$ cat src/rtl/pipe_tx_symbol_packer_if.sv
// Handshake and bus bundle for pipe_tx_symbol_packer.
// Optional statistics signals exist only when PIPE_TX_PACK_STATS_EN is defined.
interface pipe_tx_symbol_packer_if #(
  parameter int MAX_BYTES  = 4,
  parameter int FIFO_DEPTH = 8
);
  logic [1:0]                    width;
  logic                          in_valid;
  logic [7:0]                    in_data;
  logic                          in_k;
  logic                          in_ready;
  logic                          flush;
  logic                          tx_en;
  logic [8*MAX_BYTES-1:0]        tx_data;
  logic [MAX_BYTES-1:0]          tx_data_k;
  logic                          tx_data_valid;
  logic [$clog2(FIFO_DEPTH):0]   level;
  logic                          width_pending;
`ifdef PIPE_TX_PACK_STATS_EN
  logic [31:0]                   sym_count;
  logic [15:0]                   pad_count;

  modport master (
    output width, in_valid, in_data, in_k, flush, tx_en,
    input  in_ready, tx_data, tx_data_k, tx_data_valid, level, width_pending,
           sym_count, pad_count
  );

  modport slave (
    input  width, in_valid, in_data, in_k, flush, tx_en,
    output in_ready, tx_data, tx_data_k, tx_data_valid, level, width_pending,
           sym_count, pad_count
  );
`else
  modport master (
    output width, in_valid, in_data, in_k, flush, tx_en,
    input  in_ready, tx_data, tx_data_k, tx_data_valid, level, width_pending
  );

  modport slave (
    input  width, in_valid, in_data, in_k, flush, tx_en,
    output in_ready, tx_data, tx_data_k, tx_data_valid, level, width_pending
  );
`endif
endinterface

$ cat src/rtl/pipe_tx_symbol_packer.sv
// Byte-serial symbol stream -> PIPE tx_data/tx_data_k packer with runtime width.
// Optional byte/pad statistics counters: define PIPE_TX_PACK_STATS_EN.
//
// state | meaning
// RUN   | accept bytes, emit full words
// FLUSH | input blocked, drain full words, pad and emit the last partial word
module pipe_tx_symbol_packer #(
  parameter int         MAX_BYTES  = 4,
  parameter int         FIFO_DEPTH = 8,
  parameter logic [7:0] PAD_SYMBOL = 8'hF7
) (
  input logic                    clk,
  input logic                    reset,
  pipe_tx_symbol_packer_if.slave bus
);
  localparam int         AW       = $clog2(FIFO_DEPTH);
  localparam int         LW       = AW + 1;
  localparam logic [1:0] MAX_CODE = 2'($clog2(MAX_BYTES));

  typedef enum logic {RUN, FLUSH} state_t;

  state_t                 state_q, state_d;
  logic [1:0]             width_q, width_d;
  logic [LW-1:0]          level_q, level_d;
  logic [LW-1:0]          n_bytes, pop_cnt;
  logic [AW-1:0]          wr_q, rd_q, rd_idx;
  logic [8:0]             mem_q [FIFO_DEPTH];
  logic                   push, full_pop, pad_pop, emit, in_ready;
  logic [8*MAX_BYTES-1:0] tx_data_q, tx_data_d;
  logic [MAX_BYTES-1:0]   tx_k_q, tx_k_d;
  logic                   valid_q;

  // Handshake, pop decision, next state and the packed output word.
  always_comb begin
    state_d   = state_q;
    width_d   = (bus.width > MAX_CODE) ? MAX_CODE : bus.width;
    n_bytes   = LW'(1) << width_q;
    in_ready  = (level_q < LW'(FIFO_DEPTH)) && (state_q == RUN);
    push      = bus.in_valid && in_ready;
    full_pop  = bus.tx_en && (level_q >= n_bytes);
    pad_pop   = (state_q == FLUSH) && bus.tx_en && (level_q != '0) && (level_q < n_bytes);
    emit      = full_pop || pad_pop;
    pop_cnt   = full_pop ? n_bytes : (pad_pop ? level_q : '0);
    level_d   = level_q + LW'(push) - pop_cnt;
    tx_data_d = '0;
    tx_k_d    = '0;
    rd_idx    = rd_q;
    for (int i = 0; i < MAX_BYTES; i++) begin
      rd_idx = rd_q + AW'(i);
      if (LW'(i) < n_bytes) begin
        if (LW'(i) < level_q) begin
          tx_data_d[8*i +: 8] = mem_q[rd_idx][7:0];
          tx_k_d[i]           = mem_q[rd_idx][8];
        end else begin
          tx_data_d[8*i +: 8] = PAD_SYMBOL;
          tx_k_d[i]           = 1'b1;
        end
      end
    end
    case (state_q)
      RUN:     if (bus.flush) state_d = FLUSH;
      FLUSH:   if (level_q == '0 || pad_pop) state_d = RUN;
      default: state_d = RUN;
    endcase
  end

  // Byte storage; contents need no reset since level/pointers gate every read.
  always_ff @(posedge clk) begin
    if (push) mem_q[wr_q] <= {bus.in_k, bus.in_data};
  end

  // Control state, pointers, level, active width and output word registers.
  always_ff @(posedge clk) begin
    if (!reset) begin
      state_q   <= RUN;
      width_q   <= width_d;
      level_q   <= '0;
      wr_q      <= '0;
      rd_q      <= '0;
      tx_data_q <= '0;
      tx_k_q    <= '0;
      valid_q   <= 1'b0;
    end else begin
      state_q <= state_d;
      if (state_q == RUN && level_q == '0) width_q <= width_d;
      level_q <= level_d;
      if (push) wr_q <= wr_q + AW'(1);
      rd_q    <= rd_q + AW'(pop_cnt);
      valid_q <= emit;
      if (emit) begin
        tx_data_q <= tx_data_d;
        tx_k_q    <= tx_k_d;
      end
    end
  end

  assign bus.in_ready      = in_ready;
  assign bus.tx_data       = tx_data_q;
  assign bus.tx_data_k     = tx_k_q;
  assign bus.tx_data_valid = valid_q;
  assign bus.level         = level_q;
  assign bus.width_pending = (width_d != width_q);

`ifdef PIPE_TX_PACK_STATS_EN
  logic [31:0]   sym_q;
  logic [15:0]   pad_q;
  logic [LW-1:0] pad_bytes;
  logic [32:0]   sym_sum;
  logic [16:0]   pad_sum;

  // Saturating sums of real bytes popped and pad bytes inserted.
  always_comb begin
    pad_bytes = pad_pop ? (n_bytes - level_q) : '0;
    sym_sum   = {1'b0, sym_q} + 33'(pop_cnt);
    pad_sum   = {1'b0, pad_q} + 17'(pad_bytes);
  end

  // Statistics registers.
  always_ff @(posedge clk) begin
    if (!reset) begin
      sym_q <= '0;
      pad_q <= '0;
    end else begin
      sym_q <= sym_sum[32] ? '1 : sym_sum[31:0];
      pad_q <= pad_sum[16] ? '1 : pad_sum[15:0];
    end
  end

  assign bus.sym_count = sym_q;
  assign bus.pad_count = pad_q;
`endif
endmodule

$ cat src/flat_wrapper.sv
// flat-port wrapper written by rule: the top's interface ports become plain ports
module pipe_tx_symbol_packer_flat 
#(
  parameter int         MAX_BYTES  = 4,
  parameter int         FIFO_DEPTH = 8,
  parameter logic [7:0] PAD_SYMBOL = 8'hF7
)
  (clk, reset, bus_width, bus_in_valid, bus_in_data, bus_in_k, bus_flush, bus_tx_en, bus_in_ready, bus_tx_data, bus_tx_data_k, bus_tx_data_valid, bus_level, bus_width_pending);
  pipe_tx_symbol_packer_if #(.MAX_BYTES(MAX_BYTES), .FIFO_DEPTH(FIFO_DEPTH)) bus_i ();
  input logic clk;
  input logic reset;
  input wire logic [$bits(bus_i.width)-1:0] bus_width;
  input wire logic [$bits(bus_i.in_valid)-1:0] bus_in_valid;
  input wire logic [$bits(bus_i.in_data)-1:0] bus_in_data;
  input wire logic [$bits(bus_i.in_k)-1:0] bus_in_k;
  input wire logic [$bits(bus_i.flush)-1:0] bus_flush;
  input wire logic [$bits(bus_i.tx_en)-1:0] bus_tx_en;
  output wire logic [$bits(bus_i.in_ready)-1:0] bus_in_ready;
  output wire logic [$bits(bus_i.tx_data)-1:0] bus_tx_data;
  output wire logic [$bits(bus_i.tx_data_k)-1:0] bus_tx_data_k;
  output wire logic [$bits(bus_i.tx_data_valid)-1:0] bus_tx_data_valid;
  output wire logic [$bits(bus_i.level)-1:0] bus_level;
  output wire logic [$bits(bus_i.width_pending)-1:0] bus_width_pending;
  assign bus_i.width = bus_width;
  assign bus_i.in_valid = bus_in_valid;
  assign bus_i.in_data = bus_in_data;
  assign bus_i.in_k = bus_in_k;
  assign bus_i.flush = bus_flush;
  assign bus_i.tx_en = bus_tx_en;
  assign bus_in_ready = bus_i.in_ready;
  assign bus_tx_data = bus_i.tx_data;
  assign bus_tx_data_k = bus_i.tx_data_k;
  assign bus_tx_data_valid = bus_i.tx_data_valid;
  assign bus_level = bus_i.level;
  assign bus_width_pending = bus_i.width_pending;
  pipe_tx_symbol_packer #(.MAX_BYTES(MAX_BYTES), .FIFO_DEPTH(FIFO_DEPTH), .PAD_SYMBOL(PAD_SYMBOL)) u_core (.clk(clk), .reset(reset), .bus(bus_i));
endmodule
$ cat config.mk
export PLATFORM = sky130hd
export DESIGN_NAME = pipe_tx_symbol_packer_flat
export DESIGN_NICKNAME = d
export VERILOG_FILES = /design/src/rtl/pipe_tx_symbol_packer_if.sv /design/src/rtl/pipe_tx_symbol_packer.sv /design/src/flat_wrapper.sv
export SDC_FILE = /design/constraint.sdc
export NUM_CORES = 1
export LEC_CHECK = 0
export ABC_CLOCK_PERIOD_IN_PS = 4100
export CAP_MARGIN = 20
export CORE_ASPECT_RATIO = 1.75
export CORE_MARGIN = 5
export CORE_UTILIZATION = 58
export CTS_CLUSTER_DIAMETER = 60
export DETAILED_ROUTE_END_ITERATION = 10
export GPL_TIMING_DRIVEN = 0
export PLACE_DENSITY = 0.8
export SLEW_MARGIN = 20
export SYNTH_ARGS = -nofsm -noshare
export SYNTH_HDL_FRONTEND = slang
export SYNTH_SLANG_ARGS = --single-unit
$ cat constraint.sdc
create_clock -name clk -period 4.1 [get_ports clk]
set_input_delay 0.82 -clock clk [delete_from_list [all_inputs] [get_ports clk]]
set_output_delay 0.82 -clock clk [all_outputs]
set_load 0.01 [all_outputs]
==> metrics <==
starting density of the core=between 50% and 60%; Max clock buf depth=2; global route overflow=0; vias=between 4000 and 5000; DR WL/cell=23.6 um; post-route DRC violation count=0; WS Path Type=reg2reg; dpl hpwl=between 10000 and 15000 um; drt pass-1 iters=5; vias in the first global route=about 4700; antenna viol nets, final=0; final clock skew=approximately 0.0054 ns; FMAX=0.261 GHz; Area growth, synth to finish=20.5%; slowest stage cell, crit path=edfxtp_1; initial antenna violation count=0; wl on met1=approximately 5400 um; run status=finished, final reports clean; Power Dens Cells=735 nW/um^2; startpoint types=register; DR top layer=met4; first-iteration detailed-routing DRC count=368; CTS tree=built; max-cap check violation count=0; largest net degree at the start of global routing=17; worst path bufs/invs=1; leak pwr=2.68 nW; critical path arrival=4.19 ns; H-tree lvl count=4; total negative slack=0 ns; Reg clk slew, reported paths=about 0.060 ns; GP Congestion=approximately 0.87; register area share after synthesis=just under 50%; max_slew headroom=between 30% and 40%; CP most frequent cell=ha_1; Synth Flop Type=edfxtp_1; Hold Buf Count CTS=0; latest clock arrival within the worst-skew pair=0.42 ns; Final Core Density=71.7%; Synth area leader=edfxtp_1; Final Cycle Share=93.5%; Mapped Area=around 6400 sq um; Post-synth top cells=edfxtp_1, mux4_2, dfxtp_1, nand2_1, mux2i_1; largest cells by area after synthesis=edfxtp_1, mux4_2, dfxtp_1; syn_nets=497; area share of the largest cell type after synthesis=a little over a third; crit-path cells=nor2b_1 -> inv_1 -> ha_1 -> nand4_1 -> nand2_1 -> nor2_1 -> mux2i_1 -> nand2_1 -> ha_1 -> ha_1 -> a21o_1 -> a21oi_1 -> xnor2_1 -> a2111oi_0 -> o21bai_1; CP Capture Type=register; Vias/cell=roughly 6.6; syn_area_per_cell=13.8 sq um; count leader, synth=edfxtp_1; CP required=between 4 and 5 ns; Worst Tran Pin Value=about 0.98 ns; hold crit path type=reg2reg; maximum vdd drop=0.469 mV; post-synthesis cell count=465; first-pass GRT wire length=roughly 25000 um; root buffer cell=clkbuf_16; Synth cell types=46; clock buffer count from CTS=17; layout net count=roughly 570; Die X=about 90 um; synth warn=0; CP peak stage delay=roughly 0.62 ns; met2 WL=8860 um; diode count=0; delay-heaviest family, CP=simple AND/OR/NAND/NOR gates; Setup Buffers After CTS=0; clock sinks=~120; IO Port Bufs=57; Die Ht=between 100 and 150 um; final worst path period need=between 3 and 4 ns; total core area=roughly 11000 sq um; number of synthesized register bits=approximately 120; EDFF count, synth=74; RSZ-0062 raised after global routing=no; Std-Cell Rows=50; Worst Path Max Fanout=11; Tot GR Track Use=around a quarter; layout cells sized above 1=a little over a fifth; DR WL met3=1060 um; endpoints failing hold=0; Post-synth ARST share=0%; die area=13300 sq um; Finish-stage setup viols=0; drt total wl=16100 um; final count of pins violating max slew=0; post_cts resized=0; Hold Worst Slack=about 0.47 ns; Ports=between 50 and 60
[state kept, by name, indices dropped and copies added, names as in the netlist]
| name | cells |
|---|---|
| u_core.bus.level | 4 |
| u_core.bus.tx_data | 32 |
| u_core.bus.tx_data_k | 4 |
| u_core.bus.tx_data_valid | 1 |
| u_core.mem_q | 72 |
| u_core.rd_q | 3 |
| u_core.state_q | 1 |
| u_core.width_q | 2 |
| u_core.wr_q | 3 |
[logic make-up (layout without fill, tap and decap cells)]
| family | after synthesis | count (layout) | share of synthesized area [%] |
|---|---|---|---|
| flip-flops | 122 | 122 | 49.7 |
| AND/OR/NAND/NOR | 111 | 111 | 8.56 |
| XOR/XNOR | 7 | 7 | 1.07 |
| multiplexers | 85 | 85 | 25.2 |
| buffers and inverters | 49 | 137 | 3.59 |
| AO/OA/AOI/OAI | 75 | 75 | 8.50 |
| adder cells (fa/ha/maj) | 16 | 16 | 3.36 |
[layer usage]
layer | up-vias | track usage, %
li1 | 1994 | -
met1 | 2200 | 28.5
met2 | 281 | 46.1
met3 | 63 | 4.53
met4 | 0 | 14.9
met5 | - | 0
[cells in the final DEF (no fill, tap or decap), drive strengths merged, types with 3 or more instances in the layout]
cell	instances
ha	14
nor3	4
nand4	3
and2	6
dfxtp	48
mux2i	23
nand2b	5
clkdlybuf4s50	57
xor2	5
buf	17
a21o	3
nor2	16
a21oi	10
a32o	16
clkinvlp	3
nand3	20
nand2	39
mux4	61
clkinv	9
a211oi	8
o21ai	19
nor2b	11
edfxtp	74
inv	13
a31oi	10
or2	3
clkbuf	36
[tightest hold or removal path: cells and delay by family (launching register included)]
family | cells | cell delay [ns]
DFF | 1 | 0.32
and+or+nand+nor | 1 | 0.05
AOI/OAI and AO/OA | 1 | 0.05
[stage by stage]
stage               setup WS, ns  total power (W)  area [sq um]  instances
detailed placement        0.0946          0.00424          7150        652
global route              0.0829          0.00597          7720        683
global placement           0.268          0.00417          7140        652
floorplan                  0.796          0.00338          6400        465
CTS                       0.0604          0.00568          7720        684
finish                     0.267          0.00568          7720        683
[path summary, 6_finish.rpt]
kind / startpoint / to / slack (ns) / cells after the start
max: u_core.width_q[1]$_DFFE_PP_ / u_core.bus.level[3]$_SDFF_PN0_ / 0.27 / 15
min: u_core.bus.tx_data[3]$_SDFFE_PN0P_ / u_core.bus.tx_data[3]$_SDFFE_PN0P_ / 0.47 / 2
min reg2reg: u_core.bus.tx_data[3]$_SDFFE_PN0P_ / u_core.bus.tx_data[3]$_SDFFE_PN0P_ / 0.47 / 2
max reg2reg: u_core.width_q[1]$_DFFE_PP_ / u_core.bus.level[3]$_SDFF_PN0_ / 0.27 / 15
[power by group]
part	internal, W	switching, W	total, W
registers	0.00151	0.000168	0.00168
clock network	0.000891	0.000553	0.00144
logic	0.00122	0.00133	0.00255
[final cells by class]
class | count | area (sq um)
buffer | 36 | 181
fill | 688 | 3040
timing repair buffer | 57 | 571
inverter | 12 | 45.0
multi-input combinational | 294 | 3000
clock inverter | 15 | 150
clock buffer | 17 | 425
sequential | 122 | 3180
tap | 130 | 163
Note: power is estimated with default switching activity, not from simulation.
